[config.mk]
export PLATFORM = sky130hd
export DESIGN_NAME = id_ex_hazard_ctrl_flat
export DESIGN_NICKNAME = d
export VERILOG_FILES = /design/src/rtl/id_ex_hazard_ctrl_if.sv /design/src/rtl/id_ex_hazard_ctrl.sv /design/src/flat_wrapper.sv
export SDC_FILE = /design/constraint.sdc
export NUM_CORES = 1
export LEC_CHECK = 0
export BUFFER_PORTS_ARGS = -buffer_cell sky130_fd_sc_hd__buf_2
export CORE_MARGIN = 8
export CORE_UTILIZATION = 47
export CTS_BUF_LIST = sky130_fd_sc_hd__clkbuf_8
export DETAILED_ROUTE_END_ITERATION = 10
export PLACE_DENSITY_LB_ADDON = 0.15
export SLEW_MARGIN = 0
export SYNTH_ARGS = -nofsm -noshare
export SYNTH_HDL_FRONTEND = slang
export SYNTH_SLANG_ARGS = --single-unit
[constraint.sdc]
create_clock -name clock -period 2.12 [get_ports clock]
set_input_delay 0.106 -clock clock [delete_from_list [all_inputs] [get_ports clock]]
set_output_delay 0.106 -clock clock [all_outputs]
set_load 0.05 [all_outputs]
[src/rtl/id_ex_hazard_ctrl_if.sv]
// ID/EX hazard-control bundle: ID operands, EX/MEM destinations, flush request,
// and the stall/bubble/forwarding controls returned to the pipeline.
interface id_ex_hazard_ctrl_if #(
   parameter int unsigned ADRS_W = 4,
   parameter int unsigned CNT_W  = 16
);
   logic              id_valid;
   logic [ADRS_W-1:0] id_src1;
   logic [ADRS_W-1:0] id_src2;
   logic              id_src1_used;
   logic              id_src2_used;
   logic              id_multicycle;
   logic              ex_wr_en;
   logic [ADRS_W-1:0] ex_dst;
   logic              ex_is_load;
   logic              mem_wr_en;
   logic [ADRS_W-1:0] mem_dst;
   logic              flush_req;
   logic              stall_if_id;
   logic              bubble_idex;
   logic [1:0]        fwd_sel1;
   logic [1:0]        fwd_sel2;
   logic              ex_busy;
   logic              mc_done;
   logic              proto_err;
   logic [CNT_W-1:0]  stall_cnt;

   modport master (
      output id_valid, id_src1, id_src2, id_src1_used, id_src2_used, id_multicycle,
      output ex_wr_en, ex_dst, ex_is_load, mem_wr_en, mem_dst, flush_req,
      input  stall_if_id, bubble_idex, fwd_sel1, fwd_sel2, ex_busy, mc_done,
      input  proto_err, stall_cnt
   );

   modport slave (
      input  id_valid, id_src1, id_src2, id_src1_used, id_src2_used, id_multicycle,
      input  ex_wr_en, ex_dst, ex_is_load, mem_wr_en, mem_dst, flush_req,
      output stall_if_id, bubble_idex, fwd_sel1, fwd_sel2, ex_busy, mc_done,
      output proto_err, stall_cnt
   );
endinterface

[src/rtl/id_ex_hazard_ctrl.sv]
// ID->EX hazard controller: operand forwarding, load-use stalls, multi-cycle EX
// occupancy and branch-flush bubbles, plus a saturating stall-cycle counter.
module id_ex_hazard_ctrl #(
   parameter int unsigned ADRS_W    = 4,
   parameter int unsigned MC_CYCLES = 4,
   parameter int unsigned FLUSH_LEN = 2,
   parameter int unsigned CNT_W     = 16,
   parameter bit          ZERO_REG  = 1'b1
) (
   input logic               clock,
   input logic               reset,
   id_ex_hazard_ctrl_if.slave bus
);

   localparam int unsigned CntMax = (MC_CYCLES > FLUSH_LEN) ? MC_CYCLES : FLUSH_LEN;
   localparam int unsigned CntW   = (CntMax > 1) ? $clog2(CntMax) : 1;
   localparam logic [CntW-1:0] McLoad = CntW'(MC_CYCLES - 2);
   localparam logic [CntW-1:0] FlLoad = CntW'((FLUSH_LEN > 1) ? FLUSH_LEN - 2 : 0);

   typedef enum logic [1:0] {StRun, StMcBusy, StFlush} state_e;

   state_e           state_q, state_d;
   logic [CntW-1:0]  cnt_q, cnt_d;
   logic             proto_err_q, proto_err_d;
   logic [CNT_W-1:0] stall_cnt_q, stall_cnt_d;

   logic       stall, bubble, busy, done;
   logic [1:0] fwd1, fwd2;
   logic       ex_hit1, ex_hit2, mem_hit1, mem_hit2, load_use;

   function automatic logic hit(input logic used, input logic [ADRS_W-1:0] s,
                                input logic [ADRS_W-1:0] d);
      return used && (s == d) && !(ZERO_REG && (s == '0));
   endfunction

   function automatic logic [1:0] fwd_code(input logic ex_ok, input logic mem_ok);
      if (ex_ok) begin
         return 2'b01;
      end else if (mem_ok) begin
         return 2'b10;
      end
      return 2'b00;
   endfunction

   always_comb begin
      state_d     = state_q;
      cnt_d       = cnt_q;
      proto_err_d = proto_err_q;
      stall       = 1'b0;
      bubble      = 1'b0;
      busy        = 1'b0;
      done        = 1'b0;

      ex_hit1  = hit(bus.id_src1_used, bus.id_src1, bus.ex_dst);
      ex_hit2  = hit(bus.id_src2_used, bus.id_src2, bus.ex_dst);
      mem_hit1 = hit(bus.id_src1_used, bus.id_src1, bus.mem_dst) && bus.mem_wr_en;
      mem_hit2 = hit(bus.id_src2_used, bus.id_src2, bus.mem_dst) && bus.mem_wr_en;
      // A load in EX cannot forward; its value appears via the MEM path next cycle.
      fwd1     = fwd_code(ex_hit1 && bus.ex_wr_en && !bus.ex_is_load, mem_hit1);
      fwd2     = fwd_code(ex_hit2 && bus.ex_wr_en && !bus.ex_is_load, mem_hit2);
      load_use = bus.id_valid && bus.ex_wr_en && bus.ex_is_load && (ex_hit1 || ex_hit2);

      unique case (state_q)
         StRun: begin
            if (bus.flush_req) begin
               bubble = 1'b1;
               if (FLUSH_LEN > 1) begin
                  state_d = StFlush;
                  cnt_d   = FlLoad;
               end
            end else if (load_use) begin
               stall  = 1'b1;
               bubble = 1'b1;
            end else if (bus.id_valid && bus.id_multicycle) begin
               state_d = StMcBusy;
               cnt_d   = McLoad;
            end
         end
         StFlush: begin
            bubble = 1'b1;
            fwd1   = 2'b00;
            fwd2   = 2'b00;
            if (bus.flush_req) begin
               cnt_d = FlLoad;
            end else if (cnt_q == '0) begin
               state_d = StRun;
            end else begin
               cnt_d = cnt_q - 1'b1;
            end
         end
         StMcBusy: begin
            busy   = 1'b1;
            stall  = 1'b1;
            bubble = 1'b1;
            // The op in EX cannot be squashed; a flush here is a protocol violation.
            if (bus.flush_req) begin
               proto_err_d = 1'b1;
            end
            if (cnt_q == '0) begin
               done    = 1'b1;
               state_d = StRun;
            end else begin
               cnt_d = cnt_q - 1'b1;
            end
         end
         default: begin
            state_d = StRun;
            cnt_d   = '0;
         end
      endcase

      stall_cnt_d = stall_cnt_q;
      if (stall && (stall_cnt_q != '1)) begin
         stall_cnt_d = stall_cnt_q + CNT_W'(1);
      end
   end

   always_ff @(posedge clock or posedge reset) begin
      if (reset) begin
         state_q     <= StRun;
         cnt_q       <= '0;
         proto_err_q <= 1'b0;
         stall_cnt_q <= '0;
      end else begin
         state_q     <= state_d;
         cnt_q       <= cnt_d;
         proto_err_q <= proto_err_d;
         stall_cnt_q <= stall_cnt_d;
      end
   end

   assign bus.stall_if_id = stall & ~reset;
   assign bus.bubble_idex = bubble & ~reset;
   assign bus.fwd_sel1    = reset ? 2'b00 : fwd1;
   assign bus.fwd_sel2    = reset ? 2'b00 : fwd2;
   assign bus.ex_busy     = busy & ~reset;
   assign bus.mc_done     = done & ~reset;
   assign bus.proto_err   = proto_err_q;
   assign bus.stall_cnt   = stall_cnt_q;

endmodule
[src/flat_wrapper.sv]
// flat-port wrapper written by rule: the top's interface ports become plain ports
module id_ex_hazard_ctrl_flat 
#(
   parameter int unsigned ADRS_W    = 4,
   parameter int unsigned MC_CYCLES = 4,
   parameter int unsigned FLUSH_LEN = 2,
   parameter int unsigned CNT_W     = 16,
   parameter bit          ZERO_REG  = 1'b1
)
  (clock, reset, bus_id_valid, bus_id_src1, bus_id_src2, bus_id_src1_used, bus_id_src2_used, bus_id_multicycle, bus_ex_wr_en, bus_ex_dst, bus_ex_is_load, bus_mem_wr_en, bus_mem_dst, bus_flush_req, bus_stall_if_id, bus_bubble_idex, bus_fwd_sel1, bus_fwd_sel2, bus_ex_busy, bus_mc_done, bus_proto_err, bus_stall_cnt);
  id_ex_hazard_ctrl_if #(.ADRS_W(ADRS_W), .CNT_W(CNT_W)) bus_i ();
  input logic clock;
  input logic reset;
  input wire logic [$bits(bus_i.id_valid)-1:0] bus_id_valid;
  input wire logic [$bits(bus_i.id_src1)-1:0] bus_id_src1;
  input wire logic [$bits(bus_i.id_src2)-1:0] bus_id_src2;
  input wire logic [$bits(bus_i.id_src1_used)-1:0] bus_id_src1_used;
  input wire logic [$bits(bus_i.id_src2_used)-1:0] bus_id_src2_used;
  input wire logic [$bits(bus_i.id_multicycle)-1:0] bus_id_multicycle;
  input wire logic [$bits(bus_i.ex_wr_en)-1:0] bus_ex_wr_en;
  input wire logic [$bits(bus_i.ex_dst)-1:0] bus_ex_dst;
  input wire logic [$bits(bus_i.ex_is_load)-1:0] bus_ex_is_load;
  input wire logic [$bits(bus_i.mem_wr_en)-1:0] bus_mem_wr_en;
  input wire logic [$bits(bus_i.mem_dst)-1:0] bus_mem_dst;
  input wire logic [$bits(bus_i.flush_req)-1:0] bus_flush_req;
  output wire logic [$bits(bus_i.stall_if_id)-1:0] bus_stall_if_id;
  output wire logic [$bits(bus_i.bubble_idex)-1:0] bus_bubble_idex;
  output wire logic [$bits(bus_i.fwd_sel1)-1:0] bus_fwd_sel1;
  output wire logic [$bits(bus_i.fwd_sel2)-1:0] bus_fwd_sel2;
  output wire logic [$bits(bus_i.ex_busy)-1:0] bus_ex_busy;
  output wire logic [$bits(bus_i.mc_done)-1:0] bus_mc_done;
  output wire logic [$bits(bus_i.proto_err)-1:0] bus_proto_err;
  output wire logic [$bits(bus_i.stall_cnt)-1:0] bus_stall_cnt;
  assign bus_i.id_valid = bus_id_valid;
  assign bus_i.id_src1 = bus_id_src1;
  assign bus_i.id_src2 = bus_id_src2;
  assign bus_i.id_src1_used = bus_id_src1_used;
  assign bus_i.id_src2_used = bus_id_src2_used;
  assign bus_i.id_multicycle = bus_id_multicycle;
  assign bus_i.ex_wr_en = bus_ex_wr_en;
  assign bus_i.ex_dst = bus_ex_dst;
  assign bus_i.ex_is_load = bus_ex_is_load;
  assign bus_i.mem_wr_en = bus_mem_wr_en;
  assign bus_i.mem_dst = bus_mem_dst;
  assign bus_i.flush_req = bus_flush_req;
  assign bus_stall_if_id = bus_i.stall_if_id;
  assign bus_bubble_idex = bus_i.bubble_idex;
  assign bus_fwd_sel1 = bus_i.fwd_sel1;
  assign bus_fwd_sel2 = bus_i.fwd_sel2;
  assign bus_ex_busy = bus_i.ex_busy;
  assign bus_mc_done = bus_i.mc_done;
  assign bus_proto_err = bus_i.proto_err;
  assign bus_stall_cnt = bus_i.stall_cnt;
  id_ex_hazard_ctrl #(.ADRS_W(ADRS_W), .MC_CYCLES(MC_CYCLES), .FLUSH_LEN(FLUSH_LEN), .CNT_W(CNT_W), .ZERO_REG(ZERO_REG)) u_core (.clock(clock), .reset(reset), .bus(bus_i));
endmodule
## After elaboration in Yosys (flattened, before gate mapping)

Cells that the tools add are included.

- Word-level logic and storage cells: 86
- Memories: 0
- Output and inout bits: 25
- Bits of input ports: 26
- Memory bits (read-only): 0
- Latch bits: 0
- Bits in registers: 21
- Bits in writable memories: 0

- Equality and inequality tests: 10
- Bitwise operators: 5
- Add/subtract/negate cells: 2
- Multiply operators: 0
- Shift operators: 0
- $lt $le $gt $ge: 0
- Reductions and logical operators: 31
- Div/mod/pow operators: 0
- Mux-type cells: 34

Operators by type and width:

| operator | count |
|---|---|
| 2-to-1 mux 2 bit | 20 |
| logical AND 1 bit | 19 |
| adder 16 x 1 -> 16 bit (second input constant) | 1 |
| equality test 4 bit | 4 |
| != test 16 bit (second input constant) | 1 |
| case mux 2 bit (3 select lines) | 2 |
| 2-to-1 mux 1 bit | 10 |
| zero test 4 bit | 2 |
| bitwise AND 1 bit | 4 |
| zero test 2 bit | 2 |
| case mux 1 bit (2 select lines) | 2 |
| AND reduction 2 bit | 2 |
| zero test 1 bit | 3 |
| != test 3 x 2 -> 1 bit (second input constant) | 1 |
| != test 3 bit (second input constant) | 1 |
| AND reduction 3 bit | 1 |
| equality test 2 x 1 -> 1 bit (second input constant) | 1 |
| equality test 2 bit (second input constant) | 1 |
| != test 2 bit (second input constant) | 1 |
| OR reduction 2 bit | 1 |
| subtractor 2 x 1 -> 2 bit (second input constant) | 1 |
| logical OR 1 bit | 1 |
| inverter 1 bit | 1 |

## Depth between registers and ports, before layout

Gate-level depths: netlist of the first run.

- Depth in word-level cells: 9
- Mapped depth: 8
- Depth with buffers taken out: 8

## Worst setup path before layout of the first run

No wires, ideal clock.

- Kind: register -> output
- From: register u_core.state_q[1]
- To: output port bus_mc_done
- Arrival time: 2689 ps
- Data required time: 2014 ps
- Buffers on the path: 0
- Path slack: -675 ps
- Cell stages (with the launch flop): 5
- Cells stage by stage: dfrtp_1 inv_1 ha_1 nor2b_1 nor3b_1

- Longest elaborated chain between the ends: 3

RTL lines:

| item | line | source |
|---|---|---|
| from (decl) | id_ex_hazard_ctrl.sv:22 | `state_e state_q, state_d;` |
| from (signal assigned) | id_ex_hazard_ctrl.sv:120 | `state_q <= StRun;` |
| from (signal assigned) | id_ex_hazard_ctrl.sv:125 | `state_q <= state_d;` |
| equality test 2 x 1 -> 1 bit | id_ex_hazard_ctrl.sv:63 | `unique case (state_q)` |
| 2-to-1 mux 1 bit | id_ex_hazard_ctrl.sv:63 |  |
| bitwise AND 1 bit | id_ex_hazard_ctrl.sv:137 | `assign bus.mc_done = done & ~reset;` |
| to (decl) | flat_wrapper.sv:31 | `output wire logic [$bits(bus_i.mc_done)-1:0] bus_mc_done;` |

Every way passes these cells.

## Final worst setup path of the first run

- From: register u_core.stall_cnt_q[9] (netlist: u_core.bus.stall_cnt[9])
- To: register u_core.stall_cnt_q[9] (netlist: u_core.bus.stall_cnt[9])

- Longest elaborated chain between the ends: 2
- Elaborated cells between the ends (all ways): 3
- Classes of those cells: add/sub: 1; eq/ne: 1; reduce/logical: 1

RTL lines:

| item | line | source |
|---|---|---|
| from (decl) | id_ex_hazard_ctrl.sv:25 | `logic [CNT_W-1:0] stall_cnt_q, stall_cnt_d;` |
| from (signal assigned) | id_ex_hazard_ctrl.sv:128 | `stall_cnt_q <= stall_cnt_d;` |
| branches (longest 2 deep; another with adder 16 x 1 -> 16 bit) | - |  |

Parallel ways; which one is timed is not known.
A chain may end at the register's enable or synchronous reset.

==> results of run 1 <==
-- path summary, 6_finish.rpt --
path | from | to | slack, ns | cells after the start
max | u_core.bus.stall_cnt[9]$_DFFE_PP0P_ | u_core.bus.stall_cnt[9]$_DFFE_PP0P_ | 0.12 | 6
min | bus_flush_req | u_core.bus.proto_err$_DFFE_PP0P_ | 0.15 | 2
max reg2reg | u_core.bus.stall_cnt[9]$_DFFE_PP0P_ | u_core.bus.stall_cnt[9]$_DFFE_PP0P_ | 0.12 | 6
min reg2reg | u_core.bus.proto_err$_DFFE_PP0P_ | u_core.bus.proto_err$_DFFE_PP0P_ | 0.46 | 1
max in group asynchronous | reset | u_core.bus.stall_cnt[1]$_DFFE_PP0P_ | 1.38 | 4
min in group asynchronous | reset | u_core.cnt_q[0]$_DFFE_PP0P_ | 0.51 | 4
-- per-layer routing --
| metal | GRT usage, % | vias up | wire [µm] |
|---|---|---|---|
| met4 | 6.576 | 0 | 64 |
| li1 | - | 696 | - |
| met1 | 17.32 | 665 | 1646 |
| met2 | 27.23 | 37 | 1958 |
| met3 | 3.581 | 6 | 199 |
| met5 | 0 | - | 0 |
-- synthesized netlist by cell type, drive strengths merged (4+ instances only) --
| library cell | n |
|---|---|
| xnor2 | 19 |
| nand4 | 10 |
| nand2 | 8 |
| xor2 | 8 |
| ha | 5 |
| o21ai | 7 |
| nor3 | 4 |
| nor2 | 10 |
| a21oi | 4 |
| and3 | 9 |
| nand3 | 12 |
| dfrtp | 21 |
| inv | 6 |
-- critical path: cells and delay by family (launching register included) --
kind | cells | cell delay (ns)
flip-flops | 1 | 0.43
XOR/XNOR | 1 | 0.14
AND/OR/NAND/NOR | 5 | 1.32
-- power by group through the flow --
stage	combinational, mW	clock [mW]	sequential [mW]
finish	0.783	0.260	0.552
detailed placement	0.741	0	0.565
global route	0.846	0.279	0.563
global placement	0.723	0	0.558
floorplan	0.363	0	0.716
CTS	0.778	0.272	0.548
-- final cells by class --
class	count	area, µm²	area share (%)
clock buffers	3	41.29	2.146
inverters	6	22.52	1.170
clock inverters	1	5.005	0.2601
multi-input cells	127	934.6	48.57
well taps	44	55.05	2.861
flip-flops and latches	21	535.5	27.83
repair buffers	59	330.3	17.17
-- repair_timing --
action                     in CTS  in global routing
hold buffers                    1                  0
pin swaps                       0                  1
hold endpoints to repair       21                  0
gates cloned                    0                  0
gates resized for setup         2                  4
setup endpoints to repair       1                  1
buffers inserted                2                  0
-- flip-flops by register name, indices dropped and copies added (netlist names) --
signal	count
u_core.bus.stall_cnt	16
u_core.cnt_q	2
u_core.state_q	2
u_core.bus.proto_err	1
-- logic make-up (layout without fill, tap and decap cells) --
logic type | Yosys count | count (layout) | synth area share, %
AND/OR/NAND/NOR | 69 | 69 | 27.51
AO/OA/AOI/OAI | 23 | 23 | 12.05
XOR/XNOR | 27 | 27 | 16.04
adder cells (fa/ha/maj) | 5 | 5 | 4.244
flip-flops | 21 | 21 | 35.65
buffers and inverters | 8 | 69 | 2.207
multiplexers | 3 | 3 | 2.292
==> run_results.csv, run 1 <==
group,metric,value,unit
floorplan,die_area,5184,µm²
clocking,cts_buffer_depth,2,
logic_synthesis,syn_area,1474,µm²
clocking,clk_latency,0.26,ns
logic_synthesis,ys_seq_area_share,35.65,%
critical_path,path_class,"reg -> reg",
finish,diodes,0,
logic_synthesis,synth_top_area_share,35.65,%
sta,hold_slack,0.1457,ns
route,vias,1404,
floorplan,initial_core_util,48.68,%
clocking,cts_made_buffers,3,
route,drt_iter0_drc,95,
floorplan,num_io_pins,51,
finish,final_area,1924,µm²
sta,slew_viol_final,0,
pwr,p_sw,716.2,µW
grt,grt_pass1_wl,6506,µm
pwr,seqPwrFrac,34.6,%
route,post-route-drc-count,0,
sta,setup_tns,0,ns
place,place_inst,254,
logic_synthesis,yosysTopAreaCell,"dfrtp_1",
critical_path,endpoint_kind,"register",
clocking,clk_transition_reported_paths,0.07,ns
grt,antenna_found_initial,0,
sta,slew_headroom,68.34,%
logic_synthesis,syn_inst,156,
critical_path,max_stage_delay,0.48,ns
worst_hold_path,hp-class,"in -> reg",
place,hpwlAfterDp,3030,µm
logic_synthesis,synthFlopType,"dfrtp_1",
finish,final_common_cell,"buf_2",
route,viasPerCell,5.379,
critical_path,crit_required,2.27,ns
pwr,combinationalPowerShare,49.1,%
pwr,p_int,879.1,µW
critical_path,arrival,2.16,ns
sta,worstMarginPinSlew,0.4700,ns
finish,drive_gt1_share,38.71,%
critical_path,worstPathCellList,"and4_1 > and3_4 > and3_1 > and3_1 > or4b_1 > xnor2_1",
finish,area_growth,30.56,%
place,placed_area,1841,µm²
finish,final_cell_mix,"buf_2, xnor2_1, dfrtp_1, nand3_1",
job,drv_cap,0,
critical_path,crit_top_cell,"and3_1",
pwr,ir_drop,562.7,µV
grt,grt_usage,15.44,%
pwr,swShare,44.90,%
pwr,clockPowerShare,16.3,%
logic_synthesis,synth.area.top_cells,"dfrtp_1, xnor2_1, xor2_1",
logic_synthesis,synthArstFlopShare,100.0,%
sta,fin_crit_sh,94.55,%
floorplan,num_rows,20,
finish,n_fill_cell,253,
run_status,status,"finished clean",
clocking,tritoncts,"yes",
route,routed_wirelength,3868,µm
route,ant_nets,0,
logic_synthesis,synth_edf_count,0,
sta,rsz0062_at_grt,"false",
route,dr.pass1.iters,4,
place,dpl_worst_slack,0.1283,ns
sta,setup-violations-final,0,
critical_path,start_kind,"register",
critical_path,worst_path_max_delay_cell,"or4b_1",
logic_synthesis,synth_nets,187,
finish,nets,249,
critical_path,crit_fanout,4,
finish,fin_util,63.55,%
route,post_drt_wl_per_cell,14.82,µm
sta,hold_violations,0,
floorplan,fp.dieW,72,µm
finish,instances_no_fill,261,
sta,fmax,498.9,MHz
clocking,cts_root_buffer,"clkbuf_8",
floorplan,die_y,72,µm
sta,final.setup_skew,0.002382,ns
logic_synthesis,ys_warn_count,0,
sta,fin_crit,2.005,ns
clocking,cts_sinks,21,
pwr,finalPower,1.595,mW
place,port_buffers,50,
clocking,htreeDepth,1,
pwr,p_per_area,829.0,nW/µm²
grt,grt_max_degree,22,
sta,setup_slack,0.1155,ns
grt,grt_pass1_vias,1419,
logic_synthesis,ys_types,38,
floorplan,core-area,3028,µm²
logic_synthesis,ys_ff_latch,21,
grt,grt_remaining_overflow,0,
logic_synthesis,synth.avg_cell_area,9.448,µm²
place,gp_congestion,0.9088,
pwr,power_leakage,0.8911,nW
Power figures use the tool's default switching activity.
==> run 2: changes to the inputs <==
- CORE_UTILIZATION: 47 -> 50
- clock period: 2.12 -> 2.4 ns (I/O delays scaled with it)
==> run 2 against run 1 <==
  * Final cell count down 5.7%
  * Die area down 4.7%
  * Design area down 2.8%
  * Largest cell class unchanged
  * Count of clock-buffer cells in the layout unchanged
  * Largest power group unchanged
  * Sequential power down 12%
  * Worst setup slack better by 0.033 ns
==> run_results.csv, run 2 (synthesized netlist as in run 1, its figures left out) <==
group,metric,value,unit
run_status,status,"finished clean",
sta,hold_violations,0,
floorplan,num_rows,19,
finish,largest_reg_flops,16,
finish,n_fill_cell,207,
floorplan,num_io_pins,51,
critical_path,rrSetupSlack,0.27,ns
finish,final_cell_mix,"buf_2, dfrtp_1, xnor2_1, nand3_1",
pwr,ir_drop,697.2,µV
finish,drive_gt1_share,33.49,%
critical_path,endpoint,"bus_stall_if_id",
sta,final.setup_skew,0.007102,ns
critical_path,cp-startpoint,"u_core.state_q[1]$_DFFE_PP0P_",
critical_path,arrival,2.13,ns
clocking,tritoncts,"yes",
sta,fin_crit_sh,93.83,%
finish,fin_util,67.25,%
critical_path,path_class,"reg -> out",
critical_path,crit_fanout,5,
finish,final_area,1871,µm²
sta,setup-violations-final,0,
route,dr.pass1.iters,5,
critical_path,r2r_cells,8,
route,viasPerCell,5.740,
clocking,cts_root_buffer,"clkbuf_8",
floorplan,initial_core_util,52.99,%
clocking,clk_transition_reported_paths,0.08,ns
finish,area_growth,26.91,%
floorplan,fp.dieW,70.30,µm
critical_path,crit_required,2.28,ns
job,drv_cap,0,
grt,grt_pass1_vias,1508,
floorplan,die_area,4941,µm²
clocking,cts_buffer_depth,2,
route,vias,1412,
clocking,cts_sinks,21,
route,routed_wirelength,3799,µm
finish,nets,247,
clocking,clk_latency,0.26,ns
pwr,power_leakage,0.8866,nW
place,hpwlAfterDp,2971,µm
floorplan,die_y,70.30,µm
clocking,cts_made_buffers,3,
route,ant_nets,0,
place,gp_congestion,0.8629,
critical_path,endpoint_kind,"output port",
critical_path,reg2reg_to,"u_core.bus.stall_cnt[1]$_DFFE_PP0P_",
finish,final_common_cell,"buf_2",
critical_path,start_kind,"register",
grt,grt_pass1_wl,6506,µm
grt,grt_usage,15.10,%
place,place_inst,239,
route,post_drt_wl_per_cell,15.44,µm
grt,grt_max_degree,23,
place,placed_area,1794,µm²
sta,fmax,444.1,MHz
critical_path,worstReg2RegStart,"u_core.state_q[1]$_DFFE_PP0P_",
sta,setup_slack,0.1481,ns
pwr,p_per_area,732.2,nW/µm²
finish,diodes,0,
clocking,htreeDepth,1,
sta,setup_tns,0,ns
sta,rsz0062_at_grt,"false",
sta,worstMarginPinSlew,0.4502,ns
floorplan,core-area,2781,µm²
route,drt_iter0_drc,72,
grt,antenna_found_initial,0,
sta,slew_viol_final,0,
sta,fin_crit,2.252,ns
place,port_buffers,50,
finish,instances_no_fill,246,
place,dpl_worst_slack,0.2432,ns
route,post-route-drc-count,0,
sta,slew_headroom,69.67,%
grt,grt_remaining_overflow,0,
worst_hold_path,hp-class,"in -> reg",
-- run 2: cell count changes in the layout (fill, tap and decap cells not counted), moves of 2 or more --
cell     change
buf_6        -2
inv_1        +2
dfrtp_2      -8
dfrtp_1      +8
inv_2        -2
-- run 2: final cells by class --
cell class | count | area [µm²] | share of cell area (%)
clock buffers | 3 | 41.29 | 2.207
repair buffers | 57 | 307.8 | 16.45
inverters | 6 | 22.52 | 1.204
clock inverters | 1 | 5.005 | 0.2676
multi-input cells | 127 | 929.6 | 49.70
flip-flops and latches | 21 | 525.5 | 28.09
well taps | 31 | 38.79 | 2.074
-- run 2: where the power goes --
group / switching [mW] / internal (mW)
clock: 0.116 / 0.116
sequential: 0.0762 / 0.412
combinational: 0.433 / 0.217
-- run 2: metrics by stage --
| stage | hold WS, ns | total power, mW |
|---|---|---|
| after floorplan | 0.1017 | 0.9456 |
| after global placement | 0.2117 | 1.101 |
| after detailed placement | 0.2165 | 1.122 |
| after CTS | 0.1598 | 1.354 |
| after global routing | 0.1726 | 1.457 |
| final | 0.1570 | 1.370 |
-- run 2: worst min-delay path by stage --
stage | cells after the start | endpoint | from
detailed placement | 3 | u_core.cnt_q[1]$_DFFE_PP0P_ | reset
CTS | 2 | u_core.bus.proto_err$_DFFE_PP0P_ | bus_flush_req
global placement | 3 | u_core.state_q[0]$_DFFE_PP0P_ | reset
floorplan | 1 | u_core.bus.proto_err$_DFFE_PP0P_ | reset
finish | 2 | u_core.bus.proto_err$_DFFE_PP0P_ | bus_flush_req
global route | 2 | u_core.bus.proto_err$_DFFE_PP0P_ | bus_flush_req
-- run 2: repair_timing --
action	4_1_cts	5_1_grt
hold buffers	1	0
hold endpoints to repair	21	0
endpoints found under the setup margin	0	1
setup buffers	0	2
gates resized for setup	0	2
-- run 2: critical path: stages (launching register included) --
cell,delay (ns)
dfrtp_1,0.42
inv_1,0.12
ha_2,0.23
nand2b_1,0.10
or2_2,0.34
o21bai_4,0.17
buf_4,0.16
and2_1,0.12
clkbuf_4,0.22
-- run 2: layer usage --
metal	global-route usage (%)	part of all wire, %
met3	3.814	5.5
met1	16.86	42
met2	26.56	51
met5	0	0
met4	5.804	1.6
